File: config.mk
export PLATFORM = sky130hd
export DESIGN_NAME = vga_sync
export DESIGN_NICKNAME = d
export VERILOG_FILES = /design/src/rtl/vga_sync.sv
export SDC_FILE = /design/constraint.sdc
export NUM_CORES = 1
export LEC_CHECK = 0
export CORE_MARGIN = 1.5
export CORE_UTILIZATION = 47
export CTS_CLUSTER_SIZE = 16
export DETAILED_ROUTE_END_ITERATION = 10
export PLACE_DENSITY = 0.74
export SETUP_SLACK_MARGIN = 0.4
export SYNTH_ARGS = -nofsm -noshare
export SYNTH_HDL_FRONTEND = slang
export SYNTH_SLANG_ARGS = --single-unit
File: constraint.sdc
create_clock -name clk -period 2 [get_ports clk]
set_input_delay 0.4 -clock clk [delete_from_list [all_inputs] [get_ports clk]]
set_output_delay 0.4 -clock clk [all_outputs]
set_load 0.05 [all_outputs]
File: src/rtl/vga_sync.sv
// ============================================================================
// vga_sync : VGA timing generator with registered sync, blanking, coordinates
// Rev 1.0
// ============================================================================
`default_nettype none

module vga_sync #(
  parameter int unsigned H_ACTIVE = 640,
  parameter int unsigned H_FP     = 16,
  parameter int unsigned H_SYNC   = 96,
  parameter int unsigned H_BP     = 48,
  parameter int unsigned V_ACTIVE = 480,
  parameter int unsigned V_FP     = 10,
  parameter int unsigned V_SYNC   = 2,
  parameter int unsigned V_BP     = 33,
  parameter bit          SYNC_POL = 1'b0,
  parameter int unsigned CW       = 10
) (
  input  logic          clk,
  input  logic          rst_n,
  output logic          hsync,
  output logic          vsync,
  output logic          video_on,
  output logic [CW-1:0] x,
  output logic [CW-1:0] y,
  output logic          line_start,
  output logic          frame_start
);

  localparam int unsigned H_TOTAL = H_ACTIVE + H_FP + H_SYNC + H_BP;
  localparam int unsigned V_TOTAL = V_ACTIVE + V_FP + V_SYNC + V_BP;

  localparam logic [CW-1:0] ONE    = CW'(1);
  localparam logic [CW-1:0] H_LAST = CW'(H_TOTAL - 1);
  localparam logic [CW-1:0] V_LAST = CW'(V_TOTAL - 1);
  localparam logic [CW-1:0] H_VIS  = CW'(H_ACTIVE);
  localparam logic [CW-1:0] V_VIS  = CW'(V_ACTIVE);
  localparam logic [CW-1:0] HS_BEG = CW'(H_ACTIVE + H_FP);
  localparam logic [CW-1:0] HS_END = CW'(H_ACTIVE + H_FP + H_SYNC);
  localparam logic [CW-1:0] VS_BEG = CW'(V_ACTIVE + V_FP);
  localparam logic [CW-1:0] VS_END = CW'(V_ACTIVE + V_FP + V_SYNC);

  logic [CW-1:0] r_h;
  logic [CW-1:0] r_v;
  logic [CW-1:0] w_h_next;
  logic [CW-1:0] w_v_next;
  logic          w_h_wrap;
  logic          w_hs_act;
  logic          w_vs_act;
  logic          w_vis;

  // Wrap by explicit compare so non-power-of-two totals never rely on overflow.
  always_comb begin
    w_h_wrap = (r_h == H_LAST);
    w_h_next = w_h_wrap ? '0 : r_h + ONE;
    w_v_next = r_v;
    if (w_h_wrap) begin
      w_v_next = (r_v == V_LAST) ? '0 : r_v + ONE;
    end
    w_hs_act = (r_h >= HS_BEG) && (r_h < HS_END);
    w_vs_act = (r_v >= VS_BEG) && (r_v < VS_END);
    w_vis    = (r_h < H_VIS) && (r_v < V_VIS);
  end

  // Outputs are the registered decode of the counter state before the edge.
  always_ff @(posedge clk or negedge rst_n) begin
    if (!rst_n) begin
      r_h         <= '0;
      r_v         <= '0;
      hsync       <= ~SYNC_POL;
      vsync       <= ~SYNC_POL;
      video_on    <= 1'b0;
      x           <= '0;
      y           <= '0;
      line_start  <= 1'b0;
      frame_start <= 1'b0;
    end else begin
      r_h         <= w_h_next;
      r_v         <= w_v_next;
      hsync       <= w_hs_act ? SYNC_POL : ~SYNC_POL;
      vsync       <= w_vs_act ? SYNC_POL : ~SYNC_POL;
      video_on    <= w_vis;
      x           <= r_h;
      y           <= r_v;
      line_start  <= (r_h == '0);
      frame_start <= (r_h == '0) && (r_v == '0);
    end
  end

endmodule

`default_nettype wire

==> results by group, run 1 <==
Yosys
  – Number of synthesized register bits: 45
  – Post-Syn Nets: 145
  – Most common cell in the synthesized netlist: dfrtp_1
  – Yosys warns: 0
  – Sequential cell area fraction in the yosys report: 0.640
  – Post-synth top area cell: dfrtp_1
  – Main flop type after synthesis: dfrtp_1
  – Synth area leaders: dfrtp_1 61%, ha_1 3.5%, dfstp_2 3.0%
  – Syn Area/Cell: 12.8 um^2
  – Syn Inst Count: 138
  – EDFF count, synth: 0
  – Post-synth ARST share: 1.00
  – Area share of the largest cell type after synthesis: 0.610
  – Post-synth cell types: 37
  – Synth top cells by count: 43 x dfrtp_1, 9 x nor2_1, 8 x nand2_1, 8 x nand3_1, 6 x xor2_1
  – Synth Cell Area: 1760 um^2

Worst setup path
  – Most frequent CP cell: or3_4
  – Critical path cell sequence: or4b_4 -> or3_4 -> buf_12 -> or3_4 -> nand3_2
  – Reg2reg setup slack: 0.11 ns
  – Slowest-stage cell, CP: or4b_4
  – Startpoint types: register
  – R2R depth: 5
  – Critical path required time: 2.24 ns
  – CP Class: reg2reg
  – Max stage delay on crit path: 0.53 ns
  – Reg-to-reg endpoint: r_v[9]$_DFFE_PN0N_
  – Top delay family on crit path: simple AND/OR/NAND/NOR gates
  – Nature of the critical path endpoint: register
  – Worst Path Buf+Inv: 1
  – Critical Path AT: 2.12 ns
  – Critical path peak fanout: 6
  – R2r startpoint: r_h[5]$_DFF_PN0_

Floorplan
  – Core area: 3630 um^2
  – Initial Util: 0.485
  – IO Count: 27
  – Row count: 22
  – Die ar.: 4130 um^2
  – Die width: 64.2 um
  – Die Ht: 64.2 um

Clock tree
  – Cts bufs inserted: 5
  – Clk slew on worst S/H paths: 0.08 ns
  – H-tree depth: 2
  – Clk_lat worst skew: 0.30 ns
  – CTS tree: yes
  – Sink Count: 45
  – Buffer depth of the longest clock path: 2
  – CTS Hold Bufs: 0
  – CTS root buffer: clkbuf_8

Route
  – Residual DRC count: 0
  – Drt first pass iters: 4
  – Via count: 1251
  – Vias per Instance: 5.46
  – DR iter-0 viols: 63
  – Antenna-violating nets left: 0
  – Avg WL per Cell: 15.7 um
  – Drt total wl: 3.61 mm

Final layout
  – Fillers: 293
  – Ant diodes: 0
  – Share of cells above drive strength 1: 0.249
  – Synthesis-to-finish area growth: 30.1%
  – Final nets: 187
  – Design area: 2290 um^2

STA
  – Setup tns final: 0 ns
  – Slew HR: 0.644
  – Min Tclk post-route: 1.89 ns
  – Slew Viols, Final: 0
  – Final period util: 0.944
  – Count of final hold-check violations: 0
  – # setup viols final: 0
  – Least-Margin Pin Slew: 0.534 ns
  – Clock skew: 0.00838 ns
  – RSZ-0062 raised after global routing: true
  – Fmax: 530 MHz
  – Post-route setup slack: 0.113 ns

Flow run
  – MaxCap Viol Count: 0

Place
  – Port bufs: 26
  – Placed Area: 2110 um^2
  – Gpl congestion: 0.863
  – Dpl hpwl: 2.19 mm
  – Dpl ws: 0.0747 ns

Global route
  – GRT Util Overall: 0.194
  – First-pass GRT wire length: 5.96 mm
  – Final global-route overflow total: 0
  – Largest net degree at the start of global routing: 24
  – Initial antenna violation count: 0
  – Vias in the first global route: 1209

Min path
  – Min-delay worst type: in2async

Power
  – P_leak: 1.17 nW
  – Worst vdd ir: 0.364 mV
  – Power per cell area: 638 nW/um^2
  – Total power: 1.46 mW

Status
  – Outcome: completed
==> logic make-up (layout without fill, tap and decap cells) <==
logic type,Yosys count,count (layout),synth area share
simple gates,54,54,0.186
xor+xnor,10,10,0.0497
fa+ha+maj,5,5,0.0355
flops,45,45,0.640
buf+inv,8,51,0.0213
compound gates,14,14,0.0546
mux,2,2,0.0128
==> sequential cells by signal, indices dropped and copies added, names as in the netlist <==
register and flops:
x 10, video_on 1, vsync 1, y 10, hsync 1, frame_start 1, r_h 10, r_v 10
line_start 1
==> worst max-delay path by stage <==
| stage | from | to | slack, ns | cells past startpoint |
|---|---|---|---|---|
| floorplan | r_h[5]$_DFF_PN0_ | r_v[7]$_DFFE_PN0N_ | 0.16 | 5 |
| global placement | r_h[7]$_DFF_PN0_ | r_v[5]$_DFFE_PN0N_ | 0.11 | 4 |
| detailed placement | r_h[7]$_DFF_PN0_ | r_v[5]$_DFFE_PN0N_ | 0.07 | 4 |
| CTS | r_h[5]$_DFF_PN0_ | r_v[9]$_DFFE_PN0N_ | 0.11 | 5 |
| global route | r_h[5]$_DFF_PN0_ | r_v[9]$_DFFE_PN0N_ | 0.08 | 5 |
| finish | r_h[5]$_DFF_PN0_ | r_v[9]$_DFFE_PN0N_ | 0.11 | 5 |
==> worst reg2reg max path: cells and delay by family, from the launching register on <==
kind,cells,cell delay (ns)
buf+inv,1,0.16
flops,1,0.38
simple gates,4,1.28
==> power by group <==
part | leakage, nW | total [mW] | switching (mW) | internal, mW
registers | 0.587 | 0.909 | 0 | 0.909
logic | 0.544 | 0.0215 | 0.0169 | 0.00457
clock network | 0.0422 | 0.533 | 0.288 | 0.245
total | 1.17 | 1.46 | 0.305 | 1.16
==> metal layers <==
metal	up-vias	wire length [um]	global-route usage
li1	567	-	-
met1	622	1500	0.248
met2	51	1770	0.301
met3	11	244	0.0651
met4	0	87	0.0851
met5	-	0	0
==> layout by cell type, fill, tap and decap left out, drive strengths merged, types with 3 or more instances in the layout <==
cell and instances:
dfrtp 43, dlygate4sd2 20, buf 15, nor2 9
nand2 8, nand3 8, clkbuf 7, xor2 6
nor3 6, inv 5, nand4 5, ha 5
and3 4, xnor2 4, a21oi 3, clkdlybuf4s15 3
or3 3
==> timing repair <==
action | CTS | global route
cloned | 0 | 0
endpoints found under the setup margin | 37 | 20
pin swaps | 5 | 5
setup buffers | 5 | 1
resized for setup | 28 | 18
==> stage by stage <==
stage,util,hold slack (ns),std cells
CTS,0.613,0.0911,228
detailed placement,0.581,0.415,215
floorplan,-,0.104,138
finish,0.631,0.0704,229
global route,0.631,0.111,229
global placement,0.581,0.398,215
==> cell type report <==
class	count	area [um^2]	area share
Sequential cell	45	1130	0.494
Tap cell	48	60.1	0.0262
Inverter	5	18.8	0.00818
Clock inverter	1	5.00	0.00218
Timing Repair Buffer	38	345	0.151
Multi-Input combinational cell	85	654	0.285
Clock buffer	7	76.3	0.0333
No activity file was read; power rests on OpenSTA's default activity.
==> run 2, diff against run 1 <==
--- a/config.mk
+++ b/config.mk
@@ -5,7 +5,7 @@
 export SDC_FILE = /design/constraint.sdc
 export NUM_CORES = 1
 export LEC_CHECK = 0
-export CORE_MARGIN = 1.5
+export CORE_MARGIN = 4
 export CORE_UTILIZATION = 47
 export CTS_CLUSTER_SIZE = 16
 export DETAILED_ROUTE_END_ITERATION = 10
==> results by group, run 2 (synthesized netlist as in run 1, its figures left out) <==
Status
  – Outcome: completed

Final layout
  – Final nets: 186 (-0.53%)
  – Share of cells above drive strength 1: 0.228 (-0.0208)
  – Synthesis-to-finish area growth: 30.2%
  – Most common cell after layout, fill and taps aside: dfrtp_1
  – Final core utilization: 0.662 (+0.0308)
  – Ant diodes: 0 (unchanged)
  – Footprint of the multi-input gates: 659 um^2 (+0.76%)
  – Register Area: 1130 um^2 (-0.33%)
  – Commonest non-fill, non-tap cells in the layout: 42 x dfrtp_1, 22 x dlygate4sd2_1, 10 x buf_4, 8 x nand2_1, 8 x nor2_1
  – Design area: 2300 um^2 (+0.11%)
  – Fillers: 268 (-8.5%)

Worst setup path
  – Max stage delay on crit path: 0.55 ns (+0.02 ns)
  – Critical path peak fanout: 6 (unchanged)
  – Slowest-stage cell, CP: or4b_4
  – Critical path cell sequence: or4b_4 -> or3_4 -> or3_1 -> nand3_1
  – Worst Path Buf+Inv: 0 (-1)
  – Startpoint types: register
  – Critical Path AT: 2.06 ns (-0.06 ns)
  – Critical path required time: 2.23 ns (about the same)
  – CP Class: reg2reg
  – Nature of the critical path endpoint: register
  – Top delay family on crit path: simple AND/OR/NAND/NOR gates

Place
  – Dpl hpwl: 2.13 mm (-3.0%)
  – Gpl congestion: 0.823 (-4.7%)
  – Placed Area: 2100 um^2 (-0.47%)
  – Port bufs: 26 (unchanged)

Route
  – Drt first pass iters: 4 (unchanged)
  – Avg WL per Cell: 15.2 um (-3.8%)
  – DR iter-0 viols: 99 (+57%)
  – Vias per Instance: 5.32 (-2.6%)
  – Via count: 1203 (-3.8%)
  – Antenna-violating nets left: 0 (unchanged)
  – Drt total wl: 3.42 mm (-5.0%)
  – Residual DRC count: 0 (unchanged)

Floorplan
  – Die Ht: 69.2 um (+7.8%)
  – Initial Util: 0.508 (+0.0231)
  – Row count: 21 (-4.5%)
  – Die width: 69.2 um (+7.8%)
  – IO Count: 27 (unchanged)
  – Core area: 3470 um^2 (-4.5%)
  – Die ar.: 4790 um^2 (+16%)

Power
  – Switching Share: 0.185 (-0.0231)
  – Seq pwr share: 0.561 (-0.060)
  – Net Sw Power: 0.300 mW (-1.6%)
  – Pint: 1.32 mW (+14%)
  – P_leak: 1.18 nW (+0.91%)
  – Clock share of power: 0.426 (+0.062)
  – Worst vdd ir: 0.465 mV (+28%)
  – Power share of the combinational group: 0.013 (-0.002)
  – Power per cell area: 706 nW/um^2 (+11%)

Global route
  – Largest net degree at the start of global routing: 25 (+4.2%)
  – Initial antenna violation count: 0 (unchanged)
  – GRT Util Overall: 0.154 (-0.0397)
  – First-pass GRT wire length: 5.87 mm (-1.6%)
  – Final global-route overflow total: 0 (unchanged)
  – Vias in the first global route: 1179 (-2.5%)

STA
  – Count of final hold-check violations: 0 (unchanged)
  – RSZ-0062 raised after global routing: true
  – Fmax: 545 MHz (+2.9%)
  – Setup tns final: 0 ns (unchanged)
  – Least-Margin Pin Slew: 0.528 ns (-0.00547 ns)
  – Slew HR: 0.648 (+0.00364)
  – Final period util: 0.917 (-0.0263)
  – Clock skew: 0.00501 ns (-0.00337 ns)
  – Slew Viols, Final: 0 (unchanged)
  – Hold_ws: 0.0768 ns (+0.00643 ns)
  – # setup viols final: 0 (unchanged)
  – Min Tclk post-route: 1.83 ns (-0.0526 ns)

Min path
  – Min-delay worst type: in2async

Clock tree
  – CTS root buffer: clkbuf_8
  – Sink Count: 45 (unchanged)
  – Cts bufs inserted: 5 (unchanged)
  – CTS tree: yes
  – H-tree depth: 2 (unchanged)
  – Buffer depth of the longest clock path: 2 (unchanged)
  – Clk_lat worst skew: 0.29 ns (about the same)
  – Clk slew on worst S/H paths: 0.07 ns (about the same)

Flow run
  – MaxCap Viol Count: 0 (unchanged)
==> run 2: cell count changes in the layout (fill, tap and decap cells not counted), moves of 2 or more <==
cell / before / now
clkdlybuf4s15_1: 3 / 1
dfrtp_1: 39 / 42
dfrtp_2: 4 / 1
dlygate4sd2_1: 20 / 22
==> run 2: power by group through the flow <==
stage	sequential (mW)	clock [mW]	combinational, mW
floorplan	0.927	0	0.000000282
global route	0.909	0.764	0.0260
detailed placement	0.927	0	0.0235
CTS	0.909	0.706	0.0234
finish	0.909	0.690	0.0217
global placement	0.927	0	0.0227
==> run 2: area by class of cell <==
class | count | share of cell area
flip-flops and latches | 45 | 0.492
multi-input cells | 86 | 0.287
repair buffers | 36 | 0.137
clock buffers | 7 | 0.0376
well taps | 46 | 0.0251
clock inverters | 1 | 0.0131
inverters | 5 | 0.00817
==> run 2: timing repair <==
item | in CTS | in global routing
pin swaps | 9 | 2
setup buffers | 5 | 0
setup endpoints to repair | 35 | 18
hold buffers | 0 | 0
resized for setup | 33 | 7
cloned | 1 | 0
==> run 2: per-layer routing <==
layer | GRT usage | wire length, um | vias up
met5 | 0 | 0 | -
met4 | 0.0911 | 106 | 0
met3 | 0.0333 | 170 | 13
met2 | 0.216 | 1590 | 34
met1 | 0.218 | 1560 | 586
li1 | - | - | 570
==> run 2: final timing paths <==
| check | start | depth (start not counted) | endpoint | slack (ns) |
|---|---|---|---|---|
| setup / recovery | r_h[5]$_DFF_PN0_ | 4 | r_v[9]$_DFFE_PN0N_ | 0.17 |
| hold / removal | rst_n | 1 | x[3]$_DFF_PN0_ | 0.08 |
| setup reg to reg | r_h[5]$_DFF_PN0_ | 4 | r_v[9]$_DFFE_PN0N_ | 0.17 |
| hold reg to reg | r_v[8]$_DFFE_PN0N_ | 0 | y[8]$_DFF_PN0_ | 0.46 |
| max in group asynchronous | rst_n | 2 | vsync$_DFF_PN1_ | 1.35 |
| min in group clk | r_v[8]$_DFFE_PN0N_ | 0 | y[8]$_DFF_PN0_ | 0.46 |
==> run 2: metrics by stage <==
| stage | cells | power, mW | worst slack [ns] |
|---|---|---|---|
| detailed placement | 212 | 0.951 | 0.0332 |
| floorplan | 138 | 0.927 | 0.156 |
| global placement | 212 | 0.950 | 0.116 |
| finish | 226 | 1.62 | 0.165 |
| CTS | 226 | 1.64 | 0.168 |
| global route | 226 | 1.70 | 0.119 |
==> run 2: worst reg2reg max path: cells and delay by family, from the launching register on <==
family           cells  cell delay [ns]
AND/OR/NAND/NOR      4             1.40
flip-flops           1             0.38
==> run 3, diff against run 2 <==
--- a/config.mk
+++ b/config.mk
@@ -5,11 +5,13 @@
 export SDC_FILE = /design/constraint.sdc
 export NUM_CORES = 1
 export LEC_CHECK = 0
+export ABC_AREA = 1
 export CORE_MARGIN = 4
-export CORE_UTILIZATION = 47
+export CORE_UTILIZATION = 48
 export CTS_CLUSTER_SIZE = 16
 export DETAILED_ROUTE_END_ITERATION = 10
-export PLACE_DENSITY = 0.74
+export MAX_ROUTING_LAYER = met4
+export PLACE_DENSITY = 0.75
 export SETUP_SLACK_MARGIN = 0.4
 export SYNTH_ARGS = -nofsm -noshare
 export SYNTH_HDL_FRONTEND = slang
==> results by group, run 3 <==
Yosys
  – Post-synth ARST share: 1.00 (unchanged)
  – Most common cell in the synthesized netlist: dfrtp_1
  – Yosys warns: 0 (unchanged)
  – Main flop type after synthesis: dfrtp_1
  – Area share of the largest cell type after synthesis: 0.575 (-0.0351)
  – Post-Syn Nets: 204 (+41%)
  – Syn Inst Count: 197 (+43%)
  – Sequential cell area fraction in the yosys report: 0.603 (-0.0368)
  – EDFF count, synth: 0 (unchanged)
  – Synth top cells by count: 43 x dfrtp_1, 36 x nand2_1, 30 x inv_1, 30 x nor2_1, 11 x nand3_1
  – Synth Cell Area: 1870 um^2 (+6.1%)
  – Post-synth cell types: 25 (-32%)
  – Synth area leaders: dfrtp_1 58%, nand2_1 7.2%, inv_1 6.0%
  – Syn Area/Cell: 9.50 um^2 (-26%)
  – Number of synthesized register bits: 45 (unchanged)
  – Post-synth top area cell: dfrtp_1

Worst setup path
  – Critical path peak fanout: 1 (-5)
  – Max stage delay on crit path: 0.52 ns (-0.03 ns)
  – Reg2reg setup slack: 0.54 ns (+0.37 ns)
  – R2r startpoint: r_h[0]$_DFF_PN0_
  – Nature of the critical path endpoint: output port
  – Reg-to-reg endpoint: r_v[6]$_DFFE_PN0N_
  – Slowest-stage cell, CP: dlygate4sd2_1
  – R2R depth: 6 (+2)
  – Worst Path Buf+Inv: 1 (+1)
  – CP Class: reg2out
  – Startpoint types: register
  – Critical path required time: 1.60 ns (-0.63 ns)
  – Critical Path AT: 1.13 ns (-0.93 ns)
  – Critical path cell sequence: dlygate4sd2_1
  – Top delay family on crit path: buffers and inverters

Global route
  – GR Util met2: 0.215 (-0.000925)
  – Most Crowded Layer GR: met2
  – Initial antenna violation count: 0 (unchanged)
  – Vias in the first global route: 1286 (+9.1%)
  – Final global-route overflow total: 0 (unchanged)
  – First-pass GRT wire length: 5.80 mm (-1.2%)
  – Met3 Use GR: 0.0360 (+0.00264)
  – Largest net degree at the start of global routing: 25 (unchanged)
  – Met1 GRT Util: 0.206 (-0.0122)
  – GRT Util Overall: 0.152 (-0.00226)

Floorplan
  – Core area: 3720 um^2 (+7.1%)
  – IO Count: 27 (unchanged)
  – Die ar.: 4960 um^2 (+3.4%)
  – Die width: 70.4 um (+1.7%)
  – Row count: 22 (+4.8%)
  – Die Ht: 70.4 um (+1.7%)
  – Initial Util: 0.503 (-0.00493)

Route
  – Via count: 1400 (+16%)
  – DR iter-0 viols: 86 (-13%)
  – Residual DRC count: 0 (unchanged)
  – Antenna-violating nets left: 0 (unchanged)
  – Avg WL per Cell: 11.8 um (-22%)
  – Drt first pass iters: 4 (unchanged)
  – Drt total wl: 3.29 mm (-3.8%)
  – Vias per Instance: 5.02 (-5.7%)

Final layout
  – Final core utilization: 0.607 (-0.0546)
  – Ant diodes: 0 (unchanged)
  – Share of cells above drive strength 1: 0.0823 (-0.146)
  – Final nets: 237 (+27%)
  – Most common cell after layout, fill and taps aside: dfrtp_1
  – Synthesis-to-finish area growth: 20.7%
  – Commonest non-fill, non-tap cells in the layout: 43 x dfrtp_1, 36 x nand2_1, 30 x inv_1, 27 x nor2_1, 23 x dlygate4sd2_1

STA
  – Min Tclk post-route: 1.53 ns (-0.301 ns)
  – Least-Margin Pin Slew: 0.490 ns (-0.0378 ns)
  – Setup tns final: 0 ns (unchanged)
  – Final period util: 0.767 (-0.150)
  – Count of final hold-check violations: 0 (unchanged)
  – Fmax: 652 MHz (+20%)
  – RSZ-0062 raised after global routing: true
  – Clock skew: 0.00512 ns (+0.000114 ns)
  – # setup viols final: 0 (unchanged)
  – Slew Viols, Final: 0 (unchanged)
  – Slew HR: 0.673 (+0.0252)

Clock tree
  – Buffer depth of the longest clock path: 2 (unchanged)
  – Sink Count: 45 (unchanged)
  – Post-CTS setup buffer count: 0 (-5)
  – CTS root buffer: clkbuf_8
  – Cts bufs inserted: 5 (unchanged)
  – CTS tree: yes
  – H-tree depth: 2 (unchanged)
  – Clk_lat worst skew: 0.29 ns (about the same)
  – Clk slew on worst S/H paths: 0.07 ns (about the same)

Place
  – Port bufs: 26 (unchanged)
  – Gpl congestion: 0.871 (+5.9%)
  – Dpl hpwl: 2.47 mm (+16%)

Power
  – Worst vdd ir: 0.465 mV (about the same)
  – Power per cell area: 638 nW/um^2 (-9.6%)
  – P_leak: 1.22 nW (+2.7%)

Flow run
  – MaxCap Viol Count: 0 (unchanged)

Min path
  – Min-delay worst type: in2async

Status
  – Outcome: completed
[run 3: cell types whose count changed after synthesis, moves of 3 or more]
cell     before  now
nand3_1       8   11
o21ai_0       2    8
and3_1        4    0
nor2_1        9   30
nand2_1       8   36
inv_1         5   30
xnor2_1       4    1
nor3_1        3    8
[run 3: layout make-up]
type                            instances  area, um^2
Tap cell                               48        60.1
Inverter                               31         116
Clock buffer                            8        80.1
Sequential cell                        45        1130
Fill cell                             336        1460
Multi-Input combinational cell        120         631
Timing Repair Buffer                   27         241
[run 3: how the worst max path moves through the flow]
stage | startpoint | endpoint | slack [ns] | depth (start not counted)
2_1_floorplan | r_h[0]$_DFF_PN0_ | r_v[6]$_DFFE_PN0N_ | 0.68 | 6
3_3_place_gp | x[1]$_DFF_PN0_ | x[1] | 0.48 | 1
3_5_place_dp | r_h[0]$_DFF_PN0_ | r_v[8]$_DFFE_PN0N_ | 0.45 | 6
4_1_cts | r_h[0]$_DFF_PN0_ | r_v[8]$_DFFE_PN0N_ | 0.43 | 6
5_1_grt | r_v[0]$_DFFE_PN0N_ | r_v[8]$_DFFE_PN0N_ | 0.39 | 9
6_report | x[0]$_DFF_PN0_ | x[0] | 0.47 | 1
[run 3: kinds of logic (layout without fill, tap and decap cells)]
family / after synthesis / after routing / share of synthesized area
AOI/OAI and AO/OA: 15 / 15 / 0.0448
xor gates and xnor gates: 5 / 5 / 0.0234
DFF: 45 / 45 / 0.603
and+or+nand+nor: 95 / 95 / 0.229
buffers and inverters: 32 / 66 / 0.0662
adders and majority gates: 5 / 5 / 0.0334
[run 3: metrics by stage]
step / setup WS [ns] / hold WS [ns] / power [mW] / area [um^2] / cells
after detailed placement: 0.455 / 0.393 / 0.950 / 2190 / 271
after global routing: 0.392 / 0.107 / 1.51 / 2260 / 279
after CTS: 0.434 / 0.0825 / 1.47 / 2240 / 279
after global placement: 0.484 / 0.387 / 0.950 / 2190 / 271
after floorplan: 0.684 / 0.104 / 0.927 / 1870 / 197
final: 0.466 / 0.0687 / 1.44 / 2260 / 279
[run 3: per-layer routing]
metal | routed length, um | share of wire | up-vias
li1 | - | - | 690
met1 | 1510 | 0.46 | 667
met2 | 1550 | 0.47 | 36
met3 | 167 | 0.051 | 7
met4 | 74 | 0.022 | 0
met5 | 0 | 0 | -
[run 3: power by group]
group / switching [mW] / total [mW] / internal [mW]
clock: 0.262 / 0.510 / 0.248
combinational: 0.0169 / 0.0215 / 0.00457
sequential: 0 / 0.910 / 0.910
total: 0.279 / 1.44 / 1.16
[run 3: timing repair]
action / in CTS / in global routing
pin swaps: 0 / 2
gates resized for setup: 23 / 4
hold buffers: 0 / 0
setup endpoints to repair: 23 / 9
